$ cat src/rtl/cluster_event_async_rx.sv
// cluster_event_async_rx
// Cluster-side read end of the SoC->cluster asynchronous event FIFO.
// The Gray write pointer is synchronised into clk_i, event words are read
// straight out of the writer-held slot array into an output register, and
// the Gray read pointer is handed back to the writer.
//
// Ports:
//   clk_i / rst_i                 cluster clock, async active-high reset
//   async_cluster_events_wptr_i   Gray write pointer (asynchronous to clk_i)
//   async_cluster_events_data_i   slot array, bit b of slot s at [b][s]
//   async_cluster_events_rptr_o   registered Gray read pointer
//   evt_valid_o/evt_data_o/evt_ready_i  event handshake to the event unit
//   fill_o                        registered pending count (excl. output reg)
//   proto_err_o                   sticky: pointer distance exceeded DEPTH
module cluster_event_async_rx #(
    parameter int LOG_DEPTH   = 3,
    parameter int EVNT_WIDTH  = 8,
    parameter int SYNC_STAGES = 2   // 2 or 3
) (
    input  logic                                      clk_i,
    input  logic                                      rst_i,
    input  logic [LOG_DEPTH:0]                        async_cluster_events_wptr_i,
    input  logic [EVNT_WIDTH-1:0][2**LOG_DEPTH-1:0]   async_cluster_events_data_i,
    output logic [LOG_DEPTH:0]                        async_cluster_events_rptr_o,
    output logic                                      evt_valid_o,
    output logic [EVNT_WIDTH-1:0]                     evt_data_o,
    input  logic                                      evt_ready_i,
    output logic [LOG_DEPTH:0]                        fill_o,
    output logic                                      proto_err_o
);

    localparam int PW    = LOG_DEPTH + 1;
    localparam int DEPTH = 2 ** LOG_DEPTH;

    typedef enum logic [1:0] {
        IDLE,    // nothing presented
        HOLD,    // word presented, FIFO behind it empty
        STREAM   // word presented, more queued behind it
    } state_t;

    function automatic logic [PW-1:0] gray2bin(input logic [PW-1:0] g);
        logic [PW-1:0] b;
        b[PW-1] = g[PW-1];
        for (int i = PW - 2; i >= 0; i--) b[i] = b[i+1] ^ g[i];
        return b;
    endfunction

    logic [SYNC_STAGES-1:0][PW-1:0] sync_q;
    logic [PW-1:0]                  wptr_s, wptr_b;
    logic [PW-1:0]                  rptr_b, rptr_inc, diff;
    logic [EVNT_WIDTH-1:0]          slot_word;
    logic                           empty, load, valid_d;
    state_t                         state;

    // Plain flop chain on the Gray pointer; nothing combinational ahead of
    // stage 0 so only one bit can be in flight per writer increment.
    always_ff @(posedge clk_i or posedge rst_i) begin
        if (rst_i) sync_q <= '0;
        else       sync_q <= {sync_q[SYNC_STAGES-2:0], async_cluster_events_wptr_i};
    end

    assign wptr_s   = sync_q[SYNC_STAGES-1];
    assign wptr_b   = gray2bin(wptr_s);
    assign rptr_inc = rptr_b + 1'b1;
    assign diff     = wptr_b - rptr_b;
    // The registered Gray read pointer always equals gray(rptr_b), so it
    // doubles as the comparison operand for empty.
    assign empty    = (wptr_s == async_cluster_events_rptr_o);

    always_comb begin
        slot_word = '0;
        for (int b = 0; b < EVNT_WIDTH; b++)
            slot_word[b] = async_cluster_events_data_i[b][rptr_b[LOG_DEPTH-1:0]];
    end

    // Valid=0 with entries pending is a one-cycle transient handled as IDLE
    // (it loads immediately).
    always_comb begin
        if (!evt_valid_o) state = IDLE;
        else if (empty)   state = HOLD;
        else              state = STREAM;
    end

    always_comb begin
        load    = 1'b0;
        valid_d = evt_valid_o;
        case (state)
            IDLE:    load = !empty;
            HOLD:    if (evt_ready_i) valid_d = 1'b0;
            STREAM:  load = evt_ready_i;
            default: load = 1'b0;
        endcase
        if (load) valid_d = 1'b1;
    end

    always_ff @(posedge clk_i or posedge rst_i) begin
        if (rst_i) begin
            rptr_b                      <= '0;
            async_cluster_events_rptr_o <= '0;
            evt_valid_o                 <= 1'b0;
            evt_data_o                  <= '0;
            fill_o                      <= '0;
            proto_err_o                 <= 1'b0;
        end else begin
            evt_valid_o <= valid_d;
            if (load) begin
                evt_data_o                  <= slot_word;
                rptr_b                      <= rptr_inc;
                async_cluster_events_rptr_o <= rptr_inc ^ (rptr_inc >> 1);
            end
            fill_o <= diff;
            // Only flagged; the reader keeps draining regardless.
            if (diff > PW'(DEPTH)) proto_err_o <= 1'b1;
        end
    end

endmodule
$ cat config.mk
export PLATFORM = sky130hd
export DESIGN_NAME = cluster_event_async_rx
export DESIGN_NICKNAME = d
export VERILOG_FILES = /design/src/rtl/cluster_event_async_rx.sv
export SDC_FILE = /design/constraint.sdc
export NUM_CORES = 1
export LEC_CHECK = 0
export BUFFER_PORTS_ARGS = -buffer_cell sky130_fd_sc_hd__buf_4
export CAP_MARGIN = 0
export CORE_MARGIN = 5
export CORE_UTILIZATION = 41
export CTS_CLUSTER_DIAMETER = 200
export DETAILED_ROUTE_END_ITERATION = 10
export PLACE_DENSITY = 0.73
export SETUP_SLACK_MARGIN = 0.1
export SYNTH_ARGS = -nofsm -noshare
export SYNTH_HDL_FRONTEND = slang
export SYNTH_SLANG_ARGS = --single-unit
$ cat constraint.sdc
create_clock -name clk_i -period 2.41 [get_ports clk_i]
set_input_delay 0 -clock clk_i [delete_from_list [all_inputs] [get_ports clk_i]]
set_output_delay 0 -clock clk_i [all_outputs]
set_load 0.05 [all_outputs]
Yosys cells after proc, flatten, opt, wreduce, memory -nomap -nowiden. Cells that the tools add are included.

Register bits after elaboration: 30. Bits of input ports: 71. Output and inout bits: 18. Logic and storage cells: 46.

Add/sub/neg operators: 2. $lt $le $gt $ge: 2. Eq/ne operators: 3. Multiplexer cells: 22. Bitwise logic cells: 4. Reduce and logical (&&, ||, !) cells: 5.

Operators with widths (number): 1-bit binary-select mux with 3-bit select (8); 1-bit two-way mux (11); 4-bit by 1-bit adder with 4-bit output (second input constant) (1); 4-bit equality test (1); 4-bit > comparator (second input constant) (1); 3-bit by 4-bit less-than comparator with 1-bit output (second input constant) (1); 2-bit two-way mux (2); 2-bit nonzero test (2); 4-bit subtractor (1); 4-bit by 3-bit bitwise XOR with 4-bit output (1); 1-bit bitwise XOR (3); 2-bit by 1-bit equality test with 1-bit output (second input constant) (1); 2-bit equality test (second input constant) (1); 2-bit zero test (1); 1-bit one-hot mux with 2 select lines (1); 2-bit AND reduction (1); 1-bit zero test (1).

Longest topological paths before layout. Gate-level depths: netlist of the first run.

Depth in word-level cells: 7. Depth in mapped cells: 8.

Worst setup path after synthesis of the first run. OpenSTA, ideal clock, no wires.

Kind: reg2reg. Start point: register sync_q, in the netlist wptr_s[2]. End point: register proto_err_o. Arrival time: 2.247 ns. Data required time: 2.290 ns. Slack: 0.042 ns. Stages on the path, launching flop included: 9. Buffers on the path: 0. Clock period less this slack: 2.368 ns. Cell sequence: dfrtp_1 -> xor2_1 -> xnor2_1 -> xor2_1 -> ha_1 -> fa_1 -> inv_1 -> or3_1 -> a31o_2.

Word-level cells in the longest chain between the ends: 5.

RTL lines: start, declared (RTL line 48) `logic [SYNC_STAGES-1:0][PW-1:0] sync_q;`; start signal, assigned (RTL line 59) `else sync_q <= {sync_q[SYNC_STAGES-2:0], async_cluster_events_wptr_i};`; 1-bit bitwise XOR * (2 in a row) (RTL line 44) `for (int i = PW - 2; i >= 0; i--) b[i] = b[i+1] ^ g[i];`; 1-bit bitwise XOR (RTL line 44); 4-bit subtractor * (RTL line 65) `assign diff = wptr_b - rptr_b;`; named net diff[1] (RTL line 50) `logic [PW-1:0] rptr_b, rptr_inc, diff;`; 4-bit > comparator * (RTL line 113) `if (diff > PW'(DEPTH)) proto_err_o <= 1'b1;`; end signal, assigned (RTL line 103) `proto_err_o <= 1'b0;`; end signal, assigned (RTL line 113); end, declared (RTL line 29) `output logic proto_err_o`.

The timed path passes the listed nets; every way through them passes the cells marked *. A chain may end at the register's enable or synchronous reset.

Worst setup path after layout of the first run.
Start point: register sync_q, in the netlist wptr_s[3]. End point: register proto_err_o.

Same word-level chain as after synthesis.

==> impl_metrics.json, run 1 <==
{
  "synth_cell_types": 27,
  "startpoint_type": "flop",
  "cts_root_buf": "clkbuf_8",
  "synth_nets": 204,
  "path_cells": "xor2_2, xnor2_2, xor2_1, ha_2, fa_1, inv_2, or3_1, a31o_2",
  "dp_slack_ns": -0.0152,
  "powerDensity_mw_per_mm2": 1310,
  "endpoint": "proto_err_o",
  "status": "completed",
  "grt_pass1_wl_mm": 6.96,
  "initial_core_util": 0.423,
  "r2r_slack_ns": 0.02,
  "ys_warn_count": 0,
  "synth_cells": 128,
  "holdWs_ns": 0.0803,
  "critPathMaxFanout": 3,
  "fin_cells": 281,
  "reg2reg_to": "proto_err_o",
  "critPathLaunch": "wptr_s[3]",
  "die_h_um": 74.3,
  "die_x_um": 74.3,
  "max_freq_ghz": 0.419,
  "crit_arrival_ns": 2.56,
  "clkTransAtPathRegs_ns": 0.06,
  "vdd_drop_max_mv": 0.562,
  "core_sq_mm": 0.00400,
  "vias": 1414,
  "diodes": 0,
  "drcViolationCount": 0,
  "routedWlPerCell_um": 15.8,
  "numPlacedInstances": 264,
  "crit_path_end_kind": "flop",
  "synthSimpleGateAreaFrac": 0.0576,
  "layout_min_cycle_time_ns": 2.39,
  "area_delta_synth_final_pct": 55.1,
  "cap_violations": 0,
  "drt_wl_total_mm": 4.43,
  "clk_latency_ns": 0.28,
  "fp.dieArea_sq_mm": 0.00551,
  "fp-row-count": 23,
  "first_iter_violations": 44,
  "hp-class": "input port to flop",
  "avgViaCountPerCell": 5.03,
  "final_layout_size_suffix_gt1_frac": 0.563,
  "grtUsageTotal": 0.169,
  "synth_xor_area_frac": 0.0828,
  "rsz0062_at_grt": "true",
  "cts_tree": "done",
  "cts_made_buffers": 5,
  "antenna_found_initial": 0,
  "worstSetupPathType": "flop to flop",
  "skew_ns": 0.00434,
  "hpwl_mm": 3.68,
  "fin_area_sq_mm": 0.00263,
  "leakage_nw": 1.26,
  "synth.mux.area_fraction": 0.269,
  "critPathMaxStageDelay_ns": 0.53,
  "yosys_register_bits": 29,
  "ant_nets": 0,
  "synth_top_family_by_area": "multiplexers",
  "fin_crit_sh": 0.990,
  "crit_slowest_cell": "fa_1",
  "setup_viol": 0,
  "h-tree-depth": 2,
  "synth-adder-area-share": 0.0414,
  "first_pass_iters": 4,
  "io_pins": 89,
  "worst_slack_ns": 0.0235,
  "mappedNetlistArea_sq_mm": 0.00169,
  "port_buffers": 88,
  "reg2reg_depth": 8,
  "place_area_sq_mm": 0.00241,
  "tightest_slew_ns": 0.538,
  "relSlewSlack": 0.640,
  "nFillCells": 316,
  "grt_max_degree": 30,
  "ys_seq_area_frac": 0.429,
  "clock_path_buffers": 2,
  "required_ns": 2.58,
  "grt_pass1_vias": 1640,
  "finalNetCount": 306,
  "overflow": 0,
  "clock-sinks": 29,
  "hold_viol": 0,
  "r2r-start": "wptr_s[3]",
  "syn_avg_cell_area_sq_um": 13.2,
  "place_congestion": 0.812,
  "final_max_slew_viol_count": 0,
  "synth_compound_area_frac": 0.0636
}
layout make-up:
class | instances | area (sq um) | area share
clock inverter | 3 | 65.1 | 0.0248
tap | 50 | 62.6 | 0.0238
timing repair buffer | 103 | 786 | 0.299
sequential | 29 | 726 | 0.276
multi-input combinational | 83 | 888 | 0.338
inverter | 8 | 30.0 | 0.0114
clock buffer | 5 | 68.8 | 0.0262
metal layers:
metal / share of wire / wire (um) / vias to the layer above / global-route usage
met3: 0.11 / 504 / 2 / 0.0703
met1: 0.35 / 1550 / 676 / 0.170
li1: - / - / 657 / -
met5: 0 / 0 / - / 0
met4: 0.0063 / 28 / 0 / 0.0336
met2: 0.53 / 2350 / 79 / 0.324
registers in the layout (all words and copies together), names as in the netlist:
signal,count
fill_o,4
proto_err_o,1
evt_data_o,8
async_cluster_events_rptr_o,4
evt_valid_o,1
wptr_s,4
sync_q,4
rptr_b,3
Yosys cell counts (all sizes together):
| cell | n | area [sq um] |
|---|---|---|
| mux2 | 1 | 15.0 |
| nand3 | 1 | 5.00 |
| xnor2 | 8 | 70.1 |
| and2 | 1 | 6.26 |
| dfrtp | 29 | 726 |
| buf | 7 | 62.6 |
| nand2b | 1 | 6.26 |
| mux4 | 16 | 360 |
| nor4 | 1 | 6.26 |
| nor3 | 1 | 5.00 |
| inv | 8 | 30.0 |
| or3 | 1 | 6.26 |
| o41ai | 1 | 27.5 |
| xor2 | 8 | 70.1 |
| o21ai | 12 | 63.8 |
| clkbuf | 1 | 3.75 |
| a21o | 1 | 7.51 |
| mux2i | 8 | 80.1 |
| nor2b | 1 | 6.26 |
| ha | 4 | 50.1 |
| nor2 | 1 | 3.75 |
| nand2 | 14 | 52.6 |
| fa | 1 | 20.0 |
| a31o | 1 | 8.76 |
cell families after synthesis:
group                      count (synthesis)
DFF                                       29
muxes                                     25
and+or+nand+nor                           22
xor gates and xnor gates                  16
buffers and inverters                     16
AOI/OAI and AO/OA                         15
adders and majority gates                  5
cell usage in the layout, fill, tap and decap left out, types with 2 or more instances in the layout:
master	instances
inv_1	7
nand2_1	14
o21ai_0	11
xnor2_1	7
ha_1	3
buf_4	98
dlygate4sd3_1	5
xor2_1	7
bufinv_16	2
dfrtp_1	29
clkbuf_8	5
mux4_2	16
mux2i_1	8
worst max-delay path: cells and delay by family (launching register included):
family | cells | cell delay (ns)
AOI/OAI and AO/OA | 1 | 0.20
xor gates and xnor gates | 3 | 0.55
adders and majority gates | 2 | 0.75
buffers and inverters | 1 | 0.04
DFF | 1 | 0.41
and+or+nand+nor | 1 | 0.33
how the worst min path moves through the flow:
stage                                         startpoint            end  slack [ns]  depth (start not counted)
after global routing                         evt_ready_i    evt_valid_o        0.08                          3
final                                        evt_ready_i    evt_valid_o        0.08                          3
after global placement                             rst_i  evt_data_o[3]        0.09                          3
after CTS                                    evt_ready_i    evt_valid_o        0.08                          3
after detailed placement                           rst_i  evt_data_o[3]         0.1                          3
after floorplan           async_cluster_events_wptr_i[0]      sync_q[0]        0.03                          0
metrics by stage:
step	total power, W	util	setup TNS [ns]
after CTS	0.00346	0.651	-0.00555
final	0.00344	0.657	0
after global placement	0.00277	0.602	0
after floorplan	0.00236	-	0
after global routing	0.00364	0.657	-0.0569
after detailed placement	0.00285	0.602	-0.0152
power breakdown:
group | internal (W) | switching, W | total (W)
clock | 0.000410 | 0.000188 | 0.000599
combinational | 0.000894 | 0.00117 | 0.00206
sequential | 0.000667 | 0.000117 | 0.000784
what timing repair did:
| action | CTS | global route |
|---|---|---|
| hold buffers | 5 | 0 |
| pin swaps | 2 | 6 |
| endpoints found under the setup margin | 1 | 1 |
| buffers inserted | 1 | 3 |
| resized for setup | 1 | 1 |
| endpoints found under the hold margin | 33 | 0 |
Note: power is estimated with default switching activity, not from simulation.
==> run 2: changes to the inputs <==
- MAX_ROUTING_LAYER: not set -> met4
- SKIP_CTS_REPAIR_TIMING: not set -> 1
==> run 2 against run 1 <==
Compared with the run above:
- core utilization down 0.19 points
- critical path depth unchanged
- first-iteration DRC count down 20%
- combinational power about the same
- clock skew up 0.0012 ns
- sequential power about the same
- sequential share of layout area up 0.079 points
- power about the same
==> impl_metrics.json, run 2 (synthesis results as in run 1) <==
{
  "startpoint_type": "flop",
  "powerDensity_mw_per_mm2": 1310,
  "nFillCells": 316,
  "tightest_slew_ns": 0.544,
  "grt_pass1_vias": 1633,
  "drcViolationCount": 0,
  "met3_wirelength_um": 437,
  "required_ns": 2.58,
  "crit_path_end_kind": "flop",
  "cts_made_buffers": 5,
  "critPathMaxFanout": 3,
  "vias": 1392,
  "io_pins": 89,
  "combPwrFrac": 0.598,
  "drt_wl_total_mm": 4.42,
  "intPower_w": 0.00197,
  "vdd_drop_max_mv": 0.560,
  "first_iter_violations": 35,
  "fp.dieArea_sq_mm": 0.00551,
  "hold_viol": 0,
  "dp_slack_ns": -0.0152,
  "place_congestion": 0.824,
  "worstSetupPathType": "flop to flop",
  "cts_tree": "done",
  "power.switching_w": 0.00147,
  "clk_latency_ns": 0.28,
  "grtUsageTotal": 0.172,
  "grt_max_degree": 30,
  "overflow": 0,
  "cap_violations": 0,
  "final_layout_size_suffix_gt1_frac": 0.561,
  "first_pass_iters": 2,
  "hp-class": "input port to flop",
  "fin_crit_sh": 0.999,
  "largest_register_ffs": 8,
  "leakage_nw": 1.26,
  "clock_path_buffers": 2,
  "status": "completed",
  "cts_root_buf": "clkbuf_8",
  "antenna_found_initial": 0,
  "grt_pass1_wl_mm": 6.89,
  "layout_min_cycle_time_ns": 2.41,
  "h-tree-depth": 2,
  "crit_arrival_ns": 2.58,
  "initial_core_util": 0.423,
  "final_max_slew_viol_count": 0,
  "layout_common_cells": "buf_4, dfrtp_1, mux4_2",
  "area_delta_synth_final_pct": 54.7,
  "top_layer": "met4",
  "regMostFlops": "evt_data_o",
  "met2WireLength_mm": 2.35,
  "p_sw_frac": 0.427,
  "hpwl_mm": 3.68,
  "fp-row-count": 23,
  "routedWlPerCell_um": 15.8,
  "clkTransAtPathRegs_ns": 0.06,
  "setup_viol": 0,
  "finalNetCount": 305,
  "skew_ns": 0.00556,
  "pwr-share-clk": 0.174,
  "core_sq_mm": 0.00400,
  "met1_length_mm": 1.60,
  "relSlewSlack": 0.636,
  "worst_slack_ns": 0.00205,
  "die_h_um": 74.3,
  "seq_power_share": 0.228,
  "ant_nets": 0,
  "clock-sinks": 29,
  "avgViaCountPerCell": 4.97,
  "rsz0062_at_grt": "true",
  "layout_commonest_cell": "buf_4",
  "power.total_w": 0.00344,
  "diodes": 0,
  "max_freq_ghz": 0.415,
  "die_x_um": 74.3,
  "port_buffers": 88
}
[run 2: cell count changes in the layout (fill, tap and decap cells not counted), sizes merged]
| cell | change |
|---|---|
| buf | -1 |
[run 2: cell type report]
| type | count | area [sq um] | share of cell area |
|---|---|---|---|
| multi-input cells | 83 | 888 | 0.339 |
| well taps | 50 | 62.6 | 0.0239 |
| flip-flops and latches | 29 | 726 | 0.277 |
| inverters | 8 | 30.0 | 0.0115 |
| clock inverters | 3 | 65.1 | 0.0248 |
| repair buffers | 102 | 778 | 0.297 |
| clock buffers | 5 | 68.8 | 0.0263 |
[run 2: critical path, stage by stage (launching register included)]
cell and delay (ns):
dfrtp_1 0.41, xor2_2 0.21, xnor2_2 0.17, xor2_1 0.19
ha_2 0.21, fa_1 0.53, inv_2 0.04, or3_1 0.33
a31o_2 0.20
[run 2: per-layer routing]
layer  vias up  global-route usage
met5         -                   -
met4         0              0.0336
met1       661               0.173
met3         5              0.0622
met2        70               0.321
li1        656                   -
[run 2: per-stage QoR]
stage / util / setup TNS, ns / cell area [sq um] / instances / hold WS [ns]
3_3_place_gp: 0.602 / 0 / 2410 / 264 / 0.0881
5_1_grt: 0.655 / -0.0775 / 2620 / 280 / 0.0778
2_1_floorplan: - / 0 / 1710 / 128 / 0.0314
6_report: 0.655 / 0 / 2620 / 280 / 0.0798
3_5_place_dp: 0.602 / -0.0152 / 2410 / 264 / 0.0954
4_1_cts: 0.636 / -0.0274 / 2540 / 272 / -0.209
[run 2: path summary, 6_finish.rpt]
path                            slack, ns         from  depth (start not counted)            end
worst max-delay path                0.002    wptr_s[3]                          8    proto_err_o
worst min-delay path                 0.08  evt_ready_i                          3    evt_valid_o
worst max register to register      0.002    wptr_s[3]                          8    proto_err_o
worst min register to register       0.36    sync_q[3]                          0      wptr_s[3]
max in group asynchronous            1.78        rst_i                          4      fill_o[3]
min in group asynchronous            0.35        rst_i                          4  evt_data_o[3]
[run 2: power by group through the flow]
stage                     clock (W)  combinational (W)  sequential (W)
after CTS                  0.000604            0.00206        0.000788
after global routing       0.000628            0.00221        0.000803
final                      0.000598            0.00206        0.000785
after floorplan                   0            0.00113         0.00123
after detailed placement          0            0.00205        0.000795
after global placement            0            0.00199        0.000786
==> run 3: changes to the inputs <==
--- a/config.mk
+++ b/config.mk
@@ -7,11 +7,11 @@
 export LEC_CHECK = 0
-export BUFFER_PORTS_ARGS = -buffer_cell sky130_fd_sc_hd__buf_4
 export CAP_MARGIN = 0
 export CORE_MARGIN = 5
-export CORE_UTILIZATION = 41
+export CORE_UTILIZATION = 56
 export CTS_CLUSTER_DIAMETER = 200
 export DETAILED_ROUTE_END_ITERATION = 10
+export DONT_BUFFER_PORTS = 1
 export MAX_ROUTING_LAYER = met4
-export PLACE_DENSITY = 0.73
-export SETUP_SLACK_MARGIN = 0.1
+export PLACE_DENSITY = 0.7
+export SETUP_SLACK_MARGIN = 0.2
 export SKIP_CTS_REPAIR_TIMING = 1
--- a/constraint.sdc
+++ b/constraint.sdc
@@ -3,2 +3,2 @@
 set_output_delay 0 -clock clk_i [all_outputs]
-set_load 0.05 [all_outputs]
+set_load 0.1 [all_outputs]
==> run 3 against run 2 <==
Compared with the run above:
- cell area down 24%
- worst hold slack better by 0.024 ns
- sequential share of layout area increased by 9.0 points
- clock skew is 0.0020 ns lower
- non-clock buffer count fell by 74
- sequential cell count did not move
- worst setup slack improved by 0.098 ns
- die area fell by 23%
- critical endpoint unchanged
- largest cell class unchanged
==> impl_metrics.json, run 3 (synthesis results as in run 1) <==
{
  "io_pins": 89,
  "avgViaCountPerCell": 5.73,
  "first_pass_iters": 7,
  "cts_root_buf": "clkbuf_4",
  "first_iter_violations": 44,
  "hpwl_mm": 2.83,
  "antenna_found_initial": 0,
  "h-tree-depth": 2,
  "finalNetCount": 231,
  "final_util": 0.666,
  "final_max_slew_viol_count": 0,
  "cp_top_family": "adder cells",
  "overflow": 0,
  "setup_viol": 0,
  "required_ns": 2.62,
  "reg2reg_to": "proto_err_o",
  "diodes": 0,
  "die_x_um": 65.0,
  "grt_pass1_vias": 1225,
  "fp.dieArea_sq_mm": 0.00422,
  "worst_hold_startpoint": "async_cluster_events_data_i[40]",
  "cts_made_buffers": 5,
  "hold_viol": 0,
  "regMostFlops": "evt_data_o",
  "drt_wl_total_mm": 3.55,
  "layout_commonest_cell": "dfrtp_1",
  "cts_tree": "done",
  "seqCellArea_sq_um": 727,
  "core_sq_mm": 0.00298,
  "hold_path_depth": 3,
  "critPathMaxFanout": 2,
  "r2r_slack_ns": 0.1,
  "crit_slowest_cell": "fa_1",
  "path_cells": "xor2_2, xnor2_2, xor2_1, ha_2, fa_1, inv_1, or3_1, a31o_2",
  "max_freq_ghz": 0.433,
  "skew_ns": 0.00354,
  "dp_slack_ns": -0.00447,
  "crit_path_end_kind": "flop",
  "grt_max_degree": 30,
  "ant_nets": 0,
  "routedWlPerCell_um": 18.8,
  "hp-class": "input port to flop",
  "startpoint_type": "flop",
  "fin_crit_sh": 0.959,
  "multiInputGateArea_sq_um": 888,
  "drcViolationCount": 0,
  "layout_common_cells": "dfrtp_1, buf_4, mux4_2",
  "nFillCells": 233,
  "critPathBufInv": 1,
  "place_congestion": 0.779,
  "clkTransAtPathRegs_ns": 0.09,
  "relSlewSlack": 0.314,
  "grtUsageTotal": 0.184,
  "holdWs_ns": 0.103,
  "fp-row-count": 20,
  "grt_pass1_wl_mm": 5.53,
  "status": "completed",
  "critPathMaxStageDelay_ns": 0.47,
  "fin_area_sq_mm": 0.00198,
  "worst_slack_ns": 0.0998,
  "layout_min_cycle_time_ns": 2.31,
  "die_h_um": 65.0,
  "crit_arrival_ns": 2.52,
  "worstSetupPathType": "flop to flop",
  "place_area_sq_mm": 0.00182,
  "clk_latency_ns": 0.32,
  "clock_path_buffers": 2,
  "cap_violations": 0,
  "reg2reg_depth": 8,
  "tightest_slew_ns": 1.03,
  "clock-sinks": 29,
  "initial_core_util": 0.568,
  "r2r-start": "wptr_s[2]",
  "rsz0062_at_grt": "true",
  "hold_path_end": "evt_data_o[5]",
  "final_layout_size_suffix_gt1_frac": 0.346,
  "area_delta_synth_final_pct": 17.1,
  "largest_register_ffs": 8,
  "port_buffers": 0,
  "vias": 1083
}
==> run 3: cell count changes in the layout (fill, tap and decap cells not counted) <==
cell / before / now
clkbuf_8: 5 / 2
clkbuf_4: 0 / 5
dfrtp_2: 0 / 1
inv_1: 7 / 8
dlygate4sd3_1: 5 / 6
inv_2: 1 / 0
bufinv_16: 2 / 0
dfrtp_1: 29 / 28
buf_4: 97 / 22
==> run 3: worst max path at each step <==
stage,endpoint,slack (ns),cells after the start,start
2_1_floorplan,proto_err_o,0.13,8,wptr_s[3]
3_3_place_gp,proto_err_o,0.1,8,wptr_s[3]
3_5_place_dp,proto_err_o,-0.004,8,wptr_s[3]
4_1_cts,proto_err_o,-0.04,8,wptr_s[3]
5_1_grt,proto_err_o,0.02,8,wptr_s[2]
6_report,proto_err_o,0.1,8,wptr_s[2]
==> run 3: routing by layer <==
layer	global-route usage	share of wire
met2	0.309	0.54
met3	0.0572	0.075
met5	-	0
met1	0.200	0.37
met4	0.0792	0.016
==> run 3: cell type report <==
| class | count | area share |
|---|---|---|
| flip-flops and latches | 29 | 0.367 |
| inverters | 8 | 0.0152 |
| well taps | 33 | 0.0208 |
| clock buffers | 7 | 0.0328 |
| multi-input cells | 83 | 0.448 |
| repair buffers | 28 | 0.114 |
| clock inverters | 1 | 0.00253 |
==> run 3: metrics by stage <==
stage | std cells | TNS (ns)
after floorplan | 128 | 0
after global placement | 171 | 0
after detailed placement | 171 | -0.00447
after CTS | 179 | -0.0392
after global routing | 189 | 0
final | 189 | 0
==> run 3: tightest hold or removal path: stages <==
cell and delay, ns:
mux4_2 0.20, mux2i_1 0.05, o21ai_0 0.13
Power of run 3 is not shown: default switching activity piles up to over one toggle a cycle in this logic, so the estimate is an artifact.
